$ cat config.mk
export PLATFORM = sky130hd
export DESIGN_NAME = axi_rd_sched
export DESIGN_NICKNAME = d
export VERILOG_FILES = /design/src/rtl/axi_rd_sched.sv
export SDC_FILE = /design/constraint.sdc
export NUM_CORES = 1
export LEC_CHECK = 0
export BUFFER_PORTS_ARGS = -buffer_cell sky130_fd_sc_hd__buf_2
export CORE_MARGIN = 3
export CORE_UTILIZATION = 36
export DETAILED_ROUTE_END_ITERATION = 10
export PLACE_DENSITY = 0.78
export SYNTH_ARGS = -nofsm -noshare
export SYNTH_HDL_FRONTEND = slang
export SYNTH_SLANG_ARGS = --single-unit
$ cat constraint.sdc
create_clock -name clk -period 1.94 [get_ports clk]
set_input_delay 0.388 -clock clk [delete_from_list [all_inputs] [get_ports clk]]
set_output_delay 0.388 -clock clk [all_outputs]
set_load 0.01 [all_outputs]
$ cat src/rtl/axi_rd_sched.sv
// rtl/axi_rd_sched.sv - AR-channel scheduler for i-cache/d-cache reads with R-beat routing by ID
// Optional feature: define RD_SCHED_RR_EN for round-robin arbitration (default is d-cache priority).
module axi_rd_sched #(
  parameter int         MAX_OUTST = 2,
  parameter logic [3:0] ID_I      = 4'd0,
  parameter logic [3:0] ID_D      = 4'd1
) (
  input  logic        clk,
  input  logic        reset,
  input  logic        rd_req_i,
  input  logic [2:0]  rd_type_i,
  input  logic [31:0] rd_addr_i,
  output logic        rd_rdy_i,
  input  logic        rd_req_d,
  input  logic [2:0]  rd_type_d,
  input  logic [31:0] rd_addr_d,
  output logic        rd_rdy_d,
  input  logic        wr_busy,
  output logic [3:0]  arid,
  output logic [31:0] araddr,
  output logic [7:0]  arlen,
  output logic [2:0]  arsize,
  output logic        arvalid,
  input  logic        arready,
  input  logic [3:0]  rid,
  input  logic        rlast,
  input  logic        rvalid,
  input  logic [31:0] rdata,
  output logic        rready,
  output logic        ret_valid_i,
  output logic        ret_valid_d,
  output logic        ret_last_i,
  output logic        ret_last_d,
  output logic [31:0] ret_data
);

  localparam logic [2:0] MAX_C = 3'(MAX_OUTST);

  typedef enum logic {IDLE, ADDR} state_t;
  state_t state, state_nxt;

  logic [2:0] cnt_i, cnt_d;
  logic       own_d;
  logic       elig_i, elig_d, gnt_i, gnt_d;
  logic       inc_i, inc_d, dec_i, dec_d;
  logic       ar_hs;

  assign elig_i = rd_req_i && (cnt_i < MAX_C);
  assign elig_d = rd_req_d && (cnt_d < MAX_C) && !wr_busy;

`ifdef RD_SCHED_RR_EN
  logic pri_d;
`endif

  always_comb begin
    gnt_i     = 1'b0;
    gnt_d     = 1'b0;
    state_nxt = state;
    case (state)
      IDLE: begin
        if (!reset) begin
`ifdef RD_SCHED_RR_EN
          if (elig_d && (!elig_i || pri_d)) gnt_d = 1'b1;
          else if (elig_i)                  gnt_i = 1'b1;
`else
          if (elig_d)      gnt_d = 1'b1;
          else if (elig_i) gnt_i = 1'b1;
`endif
        end
        if (gnt_i || gnt_d) state_nxt = ADDR;
      end
      ADDR: if (arready) state_nxt = IDLE;
      default: state_nxt = IDLE;
    endcase
  end

  assign rd_rdy_i = gnt_i;
  assign rd_rdy_d = gnt_d;
  assign arvalid  = (state == ADDR);
  assign arsize   = 3'b010;
  assign ar_hs    = arvalid && arready;

  // Decrement is keyed on the exact source ID; a stray completion at zero is dropped.
  assign inc_i = ar_hs && !own_d;
  assign inc_d = ar_hs && own_d;
  assign dec_i = rvalid && rready && rlast && (rid == ID_I) && (cnt_i != 3'd0);
  assign dec_d = rvalid && rready && rlast && (rid == ID_D) && (cnt_d != 3'd0);

  always_ff @(posedge clk or posedge reset) begin
    if (reset) begin
      state  <= IDLE;
      arid   <= 4'd0;
      araddr <= 32'd0;
      arlen  <= 8'd0;
      own_d  <= 1'b0;
      cnt_i  <= 3'd0;
      cnt_d  <= 3'd0;
    end else begin
      state <= state_nxt;
      if (gnt_d) begin
        arid   <= ID_D;
        araddr <= rd_addr_d;
        arlen  <= (rd_type_d == 3'b100) ? 8'd3 : 8'd0;
        own_d  <= 1'b1;
      end else if (gnt_i) begin
        arid   <= ID_I;
        araddr <= rd_addr_i;
        arlen  <= (rd_type_i == 3'b100) ? 8'd3 : 8'd0;
        own_d  <= 1'b0;
      end
      case ({inc_i, dec_i})
        2'b10:   cnt_i <= cnt_i + 3'd1;
        2'b01:   cnt_i <= cnt_i - 3'd1;
        default: cnt_i <= cnt_i;
      endcase
      case ({inc_d, dec_d})
        2'b10:   cnt_d <= cnt_d + 3'd1;
        2'b01:   cnt_d <= cnt_d - 3'd1;
        default: cnt_d <= cnt_d;
      endcase
    end
  end

`ifdef RD_SCHED_RR_EN
  // Pointer names the source that wins the next tie; it flips away from each winner.
  always_ff @(posedge clk or posedge reset) begin
    if (reset)      pri_d <= 1'b1;
    else if (gnt_d) pri_d <= 1'b0;
    else if (gnt_i) pri_d <= 1'b1;
  end
`endif

  assign rready      = !reset;
  assign ret_valid_d = rvalid && rready && (rid == ID_D);
  assign ret_valid_i = rvalid && rready && (rid != ID_D);
  assign ret_last_d  = ret_valid_d && rlast;
  assign ret_last_i  = ret_valid_i && rlast;
  assign ret_data    = rdata;

endmodule

==> results of run 1 <==
metrics by stage:
stage | worst slack, ps | hold WS [ps] | power (mW)
3_3_place_gp | -367 | 483 | 3.17
6_report | -103 | 363 | 3.81
2_1_floorplan | -285 | 395 | 2.61
4_1_cts | -112 | 351 | 3.85
5_1_grt | -191 | 365 | 4.09
3_5_place_dp | -424 | 485 | 3.24
synth_stat cells:
library cell  number  area share [%]
inv_2              2            0.29
buf_2              1            0.20
nand2_1            1            0.15
inv_1             10             1.5
nor3b_1            1            0.29
nor3_1            33             6.5
nand3b_1           1            0.29
o31a_1             1            0.34
ha_1               2            0.98
o21ai_1           33             6.5
nand3_1           35             6.9
xor2_1             4             1.4
clkbuf_1          19             2.8
fa_1               2             1.6
o221ai_1           1            0.34
a211oi_1           1            0.29
buf_6              4             1.8
xnor2_1            2            0.69
nor4_1             1            0.25
buf_1              2            0.29
a21oi_1            1            0.20
or2_1              2            0.49
nor4_2             1            0.49
or4_1              1            0.29
mux2i_1            2            0.78
dfrtp_1           41              40
nor2_1             8             1.2
buf_4             46              14
or4b_1             2            0.78
a31oi_1           33             8.1
conb_1             2            0.29
and3_1             1            0.25
or3_1              1            0.25
where the power goes:
group	switching [mW]	internal, mW	total [mW]
clock network	0.283	0.256	0.539
registers	0.261	1.28	1.54
logic	0.962	0.768	1.73
total	1.51	2.30	3.81
cell families (layout without fill, tap and decap cells):
| kind of cell | after synthesis | in the layout |
|---|---|---|
| flip-flops | 41 | 41 |
| other | 2 | 12 |
| multiplexers | 2 | 2 |
| XOR/XNOR | 6 | 6 |
| buffers and inverters | 84 | 165 |
| AND/OR/NAND/NOR | 88 | 88 |
| AO/OA/AOI/OAI | 70 | 70 |
| adder cells (fa/ha/maj) | 4 | 4 |
state kept, by name (all words and copies together) (netlist names):
register	count
arid	1
araddr	32
cnt_i	3
arvalid	1
cnt_d	3
arlen	1
routing by layer:
metal / global-route usage, % / wire length, um / vias up
met5: 0 / 0 / -
li1: - / - / 1171
met4: 5.48 / 94 / 0
met1: 22.5 / 3210 / 1201
met2: 32.9 / 3760 / 140
met3: 4.77 / 637 / 14
critical path: stages (launching register included):
cell and delay [ps]:
dfrtp_1 410, or4b_4 540, or2_4 270, inv_2 60, buf_6 90
what timing repair did:
| action | in CTS | in global routing |
|---|---|---|
| pin swaps | 10 | 7 |
| cloned | 0 | 0 |
| setup endpoints to repair | 4 | 5 |
| setup buffers | 3 | 1 |
| resized for setup | 10 | 3 |
| endpoints found under the hold margin | 0 | 0 |
worst min path at each step:
stage / cells past startpoint / slack, ps / to
global placement: 1 / 480 / cnt_d[0]$_DFFE_PP0P_
CTS: 3 / 350 / araddr[16]$_DFFE_PP0P_
floorplan: 1 / 390 / araddr[0]$_DFFE_PP0P_
detailed placement: 1 / 490 / cnt_i[0]$_DFFE_PP0P_
finish: 3 / 360 / araddr[16]$_DFFE_PP0P_
global route: 3 / 370 / araddr[28]$_DFFE_PP0P_
layout make-up:
cell class,count,area share [%]
Clock buffer,8,2.51
Tap cell,96,3.77
Multi-Input combinational cell,182,34.7
Inverter,12,1.53
Sequential cell,41,32.2
Timing Repair Buffer,145,25.2
==> run metrics, run 1 <==
Mapped Avg Cell Area 8.59 sq um; average wire per standard cell 15.9 um; number of antenna violations at the first check in global routing 0; cell area after synthesis ~2600 sq um; Post-DRT Antenna Nets 0; Crit Path Class reg2out; core outline area slightly below 7000 sq um; number of clock sinks 41; vias in the first global route 2547; register bit total from synthesis between 40 and 50; share of synthesized area spent on multiplexers less than 1%; number of buffers between clock root and the deepest sink 2; number of antenna cells inserted 0; Area growth syn-to-layout 24.8%; maximum clock rate approximately 0.49 GHz; leading cell types in the layout, fill and taps excluded buf_2, dfrtp_1, nand3_1; critical path peak fanout 3; DRC violations left 0; area of the multi-input gates 1110 sq um; peak supply drop 0.485 mV; run status finished with violations; routed vias/inst 5.22; total power per unit cell area 1200 nW/um^2; violations in the final reports setup timing; io pins 201; critical path capture point type output pin; slew at the pin closest to its max-slew limit 534 ps; cell area after layout 3180 sq um; worst min-delay path startpoint rd_addr_i[16]; number of warnings printed during yosys synthesis 0; horizontal die dimension 90.2 um; max-cap viol count 0; die boundary height 90.2 um; min Tclk post-route 2040 ps; standard cell area after detailed placement 3010 sq um; Pleak 1.48 nW; Filler Cell Count 687; final core utilization 46.6%; Placed Cells 472; sequential-to-total area share from yosys stat between 40% and 50%; number of endpoints failing setup at the final stage 4; TritonCTS clock tree done; Setup TNS -248 ps; compound-cell area share of the yosys netlist 15.7%; Post-layout nets between 500 and 600; number of levels the H-tree was split into 2; Slew Viols, Final 0; CTS Buf Count 5; iteration count of the initial detailed-routing pass 4; Synth cell types 33; # rows 30; maximum number of pins on one net before global-route repair 42; worst skew pair latency 290 ps; clock-pin slew on the worst setup and hold paths 80 ps; estimated wirelength of the detail-placed design 5440 um; routability cong. about 0.7; initial cell density of the core 37.4%; worst reg2reg path startpoint cnt_i[1]$_DFFE_PP0P_; flip-flop and latch area 1030 sq um; RSZ-0062 raised after global routing true; Critical path destination rd_rdy_d; endpoint of the worst-slack reg-to-reg timing path cnt_i[2]$_DFFE_PP0P_; vias post-DR 2526; clock tree skew after final layout 7.44 ps; Port Buf Inserts 124; sum of overflow across all layers after global routing 0; Clk Tree Root Cell clkbuf_8; synthesized instance count ~300; Worst Hold Class in2reg; proportion of layout cells with a drive suffix above 1 between 40% and 50%; worst relative slew slack around 64%; Post-Synth Adder-Cell Area 2.55%; startpoint of the most critical setup path cnt_d[1]$_DFFE_PP0P_; DRT iter0 DRCs 93; reg2reg path depth 8; total routing resource utilization after global routing 18.7%; final worst-path setup slack -103 ps; Critical Path Start Type flip-flop; area share of xor/xnor cells in the synthesized design slightly above 2%; largest family of logic cells by synthesized area buffers and inverters; leading cell type in the layout, fill and taps excluded buf_2; total die area 8140 sq um; Finished Layout Cells 484; area fraction in and, or, nand and nor cells after synthesis between 10% and 20%; reg-to-reg slack, setup roughly 60 ps; final worst path period share 105%; global-route wire length before repair 12600 um; final wirelength a little under 8000 um; final count of hold timing violations 0; Arrival @ worst endpoint 1650 ps; required time of the worst setup path between 1500 and 2000 ps; cts-stage hold buffer count 0
(Power assumes the default switching activity.)
==> run 2, diff against run 1 <==
--- a/config.mk
+++ b/config.mk
@@ -5,11 +5,14 @@
 export SDC_FILE = /design/constraint.sdc
 export NUM_CORES = 1
 export LEC_CHECK = 0
+export ABC_CLOCK_PERIOD_IN_PS = 1940
 export BUFFER_PORTS_ARGS = -buffer_cell sky130_fd_sc_hd__buf_2
+export CELL_PAD_IN_SITES_DETAIL_PLACEMENT = 0
+export CELL_PAD_IN_SITES_GLOBAL_PLACEMENT = 2
 export CORE_MARGIN = 3
-export CORE_UTILIZATION = 36
+export CORE_UTILIZATION = 18
 export DETAILED_ROUTE_END_ITERATION = 10
-export PLACE_DENSITY = 0.78
+export PLACE_DENSITY = 0.77
 export SYNTH_ARGS = -nofsm -noshare
 export SYNTH_HDL_FRONTEND = slang
 export SYNTH_SLANG_ARGS = --single-unit
==> run metrics, run 2 (same netlist as run 1, synthesis figures left out) <==
run status finished with violations; violations in the final reports setup timing; required time of the worst setup path 1550 ps (about the same); global-route wire length before repair 14300 um (+14%); Crit Path Class reg2out; # rows 42 (+40%); total die area 15600 sq um (+92%); RSZ-0062 raised after global routing true; die boundary height 125 um (+39%); Port Buf Inserts 124 (unchanged); clock tree skew after final layout 6.21 ps (-1.23 ps); total routing resource utilization after global routing 11.3% (-7.4 points); vias post-DR 2545 (+0.75%); maximum clock rate 0.493 GHz (+0.63%); number of antenna cells inserted 0 (unchanged); worst skew pair latency 290 ps (about the same); leading cell type in the layout, fill and taps excluded buf_2; met1 Use GR 14.7% (-7.8 points); critical path capture point type output pin; horizontal die dimension 125 um (+39%); max-cap viol count 0 (unchanged); final core utilization 25.4% (-21 points); Fin Hold WS 367 ps (+4.45 ps); final worst path period share 105% (-0.66 points); hold path cells 3 (unchanged); total power per unit cell area 1260 nW/um^2 (+5.1%); number of clock sinks 41 (unchanged); largest register by flop count araddr; DRC violations left 0 (unchanged); Critical Path Start Type flip-flop; Filler Cell Count 1494 (+120%); min Tclk post-route 2030 ps (-12.8 ps); sum of overflow across all layers after global routing 0 (unchanged); Setup TNS -324 ps (-75.4 ps); CTS Buf Count 5 (unchanged); iteration count of the initial detailed-routing pass 4 (unchanged); estimated wirelength of the detail-placed design 6360 um (+17%); critical path peak fanout 3 (unchanged); Area growth syn-to-layout 34.8%; final worst-path setup slack -90.1 ps (+12.8 ps); Pleak 1.57 nW (+5.7%); routability cong. 0.770 (+8.5%); Post-layout nets 513 (+1.6%); final wirelength 8970 um (+17%); vias in the first global route 2689 (+5.6%); proportion of layout cells with a drive suffix above 1 44.9% (+1.9 points); global-route track usage on met2 18.7% (-14 points); number of buffers between clock root and the deepest sink 2 (unchanged); reg2reg path depth 9 (+1); initial cell density of the core 18.8% (-19 points); DRT iter0 DRCs 109 (+17%); cts-stage hold buffer count 0 (unchanged); Design Power 4.32 mW (+13%); most congested layer reported by global routing met2; number of levels the H-tree was split into 2 (unchanged); slew at the pin closest to its max-slew limit 710 ps (+176 ps); Post-DRT Antenna Nets 0 (unchanged); leading cell types in the layout, fill and taps excluded buf_2, dfrtp_1, nand3_1; routed vias/inst 4.45 (-15%); final count of hold timing violations 0 (unchanged); Top Registers araddr x32, cnt_d x3, cnt_i x3; Clk Tree Root Cell clkbuf_16; average wire per standard cell 15.7 um (-1.4%); Arrival @ worst endpoint 1640 ps (about the same); number of flip-flops in the largest register 32 (unchanged); number of antenna violations at the first check in global routing 0 (unchanged); met3 routing resource usage after global routing 3.16% (-1.6 points); TritonCTS clock tree done; clock-pin slew on the worst setup and hold paths 60 ps (-20 ps); Worst Hold Class in2reg; peak supply drop 0.320 mV (-34%); core outline area 13600 sq um (+98%); Slew Viols, Final 0 (unchanged); number of endpoints failing setup at the final stage 4 (unchanged); io pins 201 (unchanged); worst relative slew slack 52.6% (-12 points); maximum number of pins on one net before global-route repair 42 (unchanged)
-- run 2: critical path, stage by stage, from the launching register on --
cell and delay, ps:
dfrtp_1 370, or4b_4 550, or2_4 270, inv_2 70
buf_6 90
-- run 2: power breakdown --
group	switching (mW)	total (mW)	internal, mW
Sequential	0.242	1.52	1.28
Clock	0.348	0.991	0.644
Combinational	1.01	1.81	0.797
Total	1.60	4.32	2.72
-- run 2: timing repair --
action                     CTS  global route
setup buffers                4             4
pin swaps                    8             5
hold endpoints to repair     0             0
setup endpoints to repair    4             6
gates resized for setup     13             1
-- run 2: worst paths after layout --
check | startpoint | to | slack (ps)
setup / recovery | cnt_d[1]$_DFFE_PP0P_ | rd_rdy_d | -90
hold / removal | rd_addr_i[26] | araddr[26]$_DFFE_PP0P_ | 370
setup reg to reg | cnt_i[2]$_DFFE_PP0P_ | cnt_i[2]$_DFFE_PP0P_ | 50
hold reg to reg | cnt_i[0]$_DFFE_PP0P_ | cnt_i[0]$_DFFE_PP0P_ | 500
max in group asynchronous | reset | araddr[25]$_DFFE_PP0P_ | 1130
min in group asynchronous | reset | cnt_d[1]$_DFFE_PP0P_ | 440
-- run 2: stage by stage --
stage / cells / cell area (sq um) / setup slack [ps]
2_1_floorplan: 307 / 2610 / -285
3_3_place_gp: 556 / 3140 / -393
3_5_place_dp: 556 / 3140 / -429
4_1_cts: 568 / 3400 / -112
5_1_grt: 572 / 3440 / -216
6_report: 572 / 3440 / -90.1
-- run 2: routing by layer --
| layer | up-vias | routed length (um) |
|---|---|---|
| met1 | 1209 | 4030 |
| met4 | 0 | 116 |
| li1 | 1194 | - |
| met3 | 20 | 711 |
| met2 | 122 | 4110 |
| met5 | - | 0 |
-- run 2: layout make-up --
type	instances	area (sq um)	area share, %
multi-input cells	182	1110	32.3
flip-flops and latches	41	1030	29.8
repair buffers	153	861	25.0
well taps	176	220	6.40
clock buffers	7	143	4.15
inverters	12	48.8	1.42
clock inverters	1	30.0	0.873
==> run 3, diff against run 2 <==
--- a/config.mk
+++ b/config.mk
@@ -6,7 +6,7 @@
 export NUM_CORES = 1
 export LEC_CHECK = 0
 export ABC_CLOCK_PERIOD_IN_PS = 1940
-export BUFFER_PORTS_ARGS = -buffer_cell sky130_fd_sc_hd__buf_2
+export BUFFER_PORTS_ARGS = -buffer_cell sky130_fd_sc_hd__buf_4
 export CELL_PAD_IN_SITES_DETAIL_PLACEMENT = 0
 export CELL_PAD_IN_SITES_GLOBAL_PLACEMENT = 2
 export CORE_MARGIN = 3
==> constraint.sdc (replaced) <==
create_clock -name clk -period 1.94 [get_ports clk]
set_input_delay 0.291 -clock clk [delete_from_list [all_inputs] [get_ports clk]]
set_output_delay 0.291 -clock clk [all_outputs]
set_load 0.01 [all_outputs]
==> run metrics, run 3 (same netlist as run 1, synthesis figures left out) <==
largest register by flop count araddr; die boundary height 125 um (unchanged); total routing resource utilization after global routing 11.3% (-0.019 points); sum of overflow across all layers after global routing 0 (unchanged); leading cell type in the layout, fill and taps excluded buf_4; Largest stage delay, worst path 550 ps (about the same); standard cell area after detailed placement 3430 sq um (+9.3%); reg2reg path depth 9 (unchanged); violations in the final reports setup timing; slew at the pin closest to its max-slew limit 650 ps (-59.7 ps); number of buffers between clock root and the deepest sink 2 (unchanged); routability cong. 0.786 (+2.0%); cell with the biggest individual delay on the critical path or4b_4; Critical Path Start Type primary input; iteration count of the initial detailed-routing pass 4 (unchanged); clock tree skew after final layout 3.53 ps (-2.68 ps); worst relative slew slack 56.6% (+4.0 points); number of antenna cells inserted 0 (unchanged); average wire per standard cell 15.8 um (+1.0%); Post-layout nets 511 (-0.39%); dominant delay contributor by cell family on the critical path simple AND/OR/NAND/NOR gates; Pleak 1.64 nW (+4.8%); RSZ-0062 raised after global routing true; vias in the first global route 2543 (-5.4%); Slew Viols, Final 0 (unchanged); number of levels the H-tree was split into 2 (unchanged); critical path capture point type flip-flop; Crit Path Class in2reg; worst skew pair latency 290 ps (about the same); Port Buf Inserts 124 (unchanged); Post-DRT Antenna Nets 0 (unchanged); maximum number of pins on one net before global-route repair 35 (-17%); initial cell density of the core 18.8% (unchanged); worst reg2reg path startpoint cnt_d[2]$_DFFE_PP0P_; number of clock sinks 41 (unchanged); Arrival @ worst endpoint 2140 ps (+500 ps); clock-pin slew on the worst setup and hold paths 60 ps (about the same); final worst-path setup slack -28.0 ps (+62.0 ps); total power per unit cell area 1190 nW/um^2 (-5.2%); worst slack at placement -351 ps (+78.0 ps); Top Registers araddr x32, cnt_d x3, cnt_i x3; Area growth syn-to-layout 44.3%; max-cap viol count 0 (unchanged); number of antenna violations at the first check in global routing 0 (unchanged); critical path peak fanout 2 (-1); maximum clock rate 0.508 GHz (+3.2%); io pins 201 (unchanged); sum of buffers and inverters on the critical path 2 (unchanged); cell area after layout 3680 sq um (+7.1%); Fin Hold WS 231 ps (-136 ps); total die area 15600 sq um (unchanged); Worst Hold Class in2async; number of flip-flops in the largest register 32 (unchanged); TritonCTS clock tree done; DRC violations left 0 (unchanged); required time of the worst setup path 2110 ps (+560 ps); vias post-DR 2520 (-0.98%); CTS Buf Count 5 (unchanged); routed vias/inst 4.42 (-0.63%); final count of hold timing violations 0 (unchanged); peak supply drop 0.339 mV (+5.7%); min Tclk post-route 1970 ps (-62.0 ps); cts-stage hold buffer count 0 (unchanged); horizontal die dimension 125 um (unchanged); global-route wire length before repair 14100 um (-1.7%); reg-to-reg slack, setup 70 ps (+20 ps); estimated wirelength of the detail-placed design 6730 um (+5.8%); leading cell types in the layout, fill and taps excluded buf_4, dfrtp_1, nand3_1; final worst path period share 101% (-3.2 points); final wirelength 9030 um (+0.69%); endpoint of the worst-slack reg-to-reg timing path cnt_d[2]$_DFFE_PP0P_; Clk Tree Root Cell clkbuf_16; run status finished with violations; DRT iter0 DRCs 86 (-21%); proportion of layout cells with a drive suffix above 1 43.9% (-1.0 points); core outline area 13600 sq um (unchanged); number of endpoints failing setup at the final stage 2 (-2); cells along the critical path buf_6 > or4b_4 > nor2_4 > o31a_1 > ha_2 > inv_2 > fa_2 > xor2_2 > nor2_2 > xor2_1; # rows 42 (unchanged)
==> run 3: tightest hold or removal path, cell delays in order <==
cell and delay [ps]:
buf_4 110, buf_4 150, inv_2 70, buf_4 280
==> run 3: power by group <==
group | internal [mW] | switching, mW
registers | 1.28 | 0.276
logic | 1.02 | 0.999
clock network | 0.479 | 0.333
total | 2.78 | 1.61
==> run 3: cell type report <==
cell class	count	area [sq um]
fill	1457	9870
timing repair buffer	151	1140
multi-input combinational	182	1110
sequential	41	1030
tap	176	220
clock buffer	8	136
inverter	12	45.0
==> run 3: how the worst max path moves through the flow <==
stage                               startpoint                    to  slack, ps  cells past startpoint
after global placement                  rid[1]  cnt_d[2]$_DFFE_PP0P_       -300                     10
final                                   rid[2]  cnt_d[2]$_DFFE_PP0P_        -30                     10
after detailed placement                rid[1]  cnt_d[2]$_DFFE_PP0P_       -350                     10
after CTS                 cnt_d[2]$_DFFE_PP0P_              rd_rdy_d        -40                      4
after global routing                    rid[2]  cnt_d[2]$_DFFE_PP0P_        -80                     10
after floorplan                         rid[1]  cnt_d[2]$_DFFE_PP0P_       -190                      9
==> run 3: repair_timing <==
action | in CTS | in global routing
setup buffers | 4 | 4
gates resized for setup | 5 | 7
pin swaps | 6 | 7
endpoints found under the setup margin | 3 | 4
==> run 3: layer usage <==
| layer | vias to the layer above | track usage [%] | wire length, um |
|---|---|---|---|
| met4 | 0 | 3.89 | 136 |
| met3 | 16 | 3.67 | 730 |
| li1 | 1189 | - | - |
| met5 | - | 0 | 0 |
| met1 | 1192 | 15.5 | 4200 |
| met2 | 123 | 16.6 | 3960 |
==> run 3: metrics by stage <==
| stage | utilization, % | power (mW) | setup TNS [ps] | instances |
|---|---|---|---|---|
| global placement | 25.3 | 3.52 | -722 | 554 |
| CTS | 26.7 | 4.44 | -73.3 | 566 |
| detailed placement | 25.3 | 3.55 | -898 | 554 |
| floorplan | - | 2.61 | -314 | 307 |
| finish | 27.2 | 4.39 | -28.8 | 570 |
| global route | 27.2 | 4.73 | -178 | 570 |
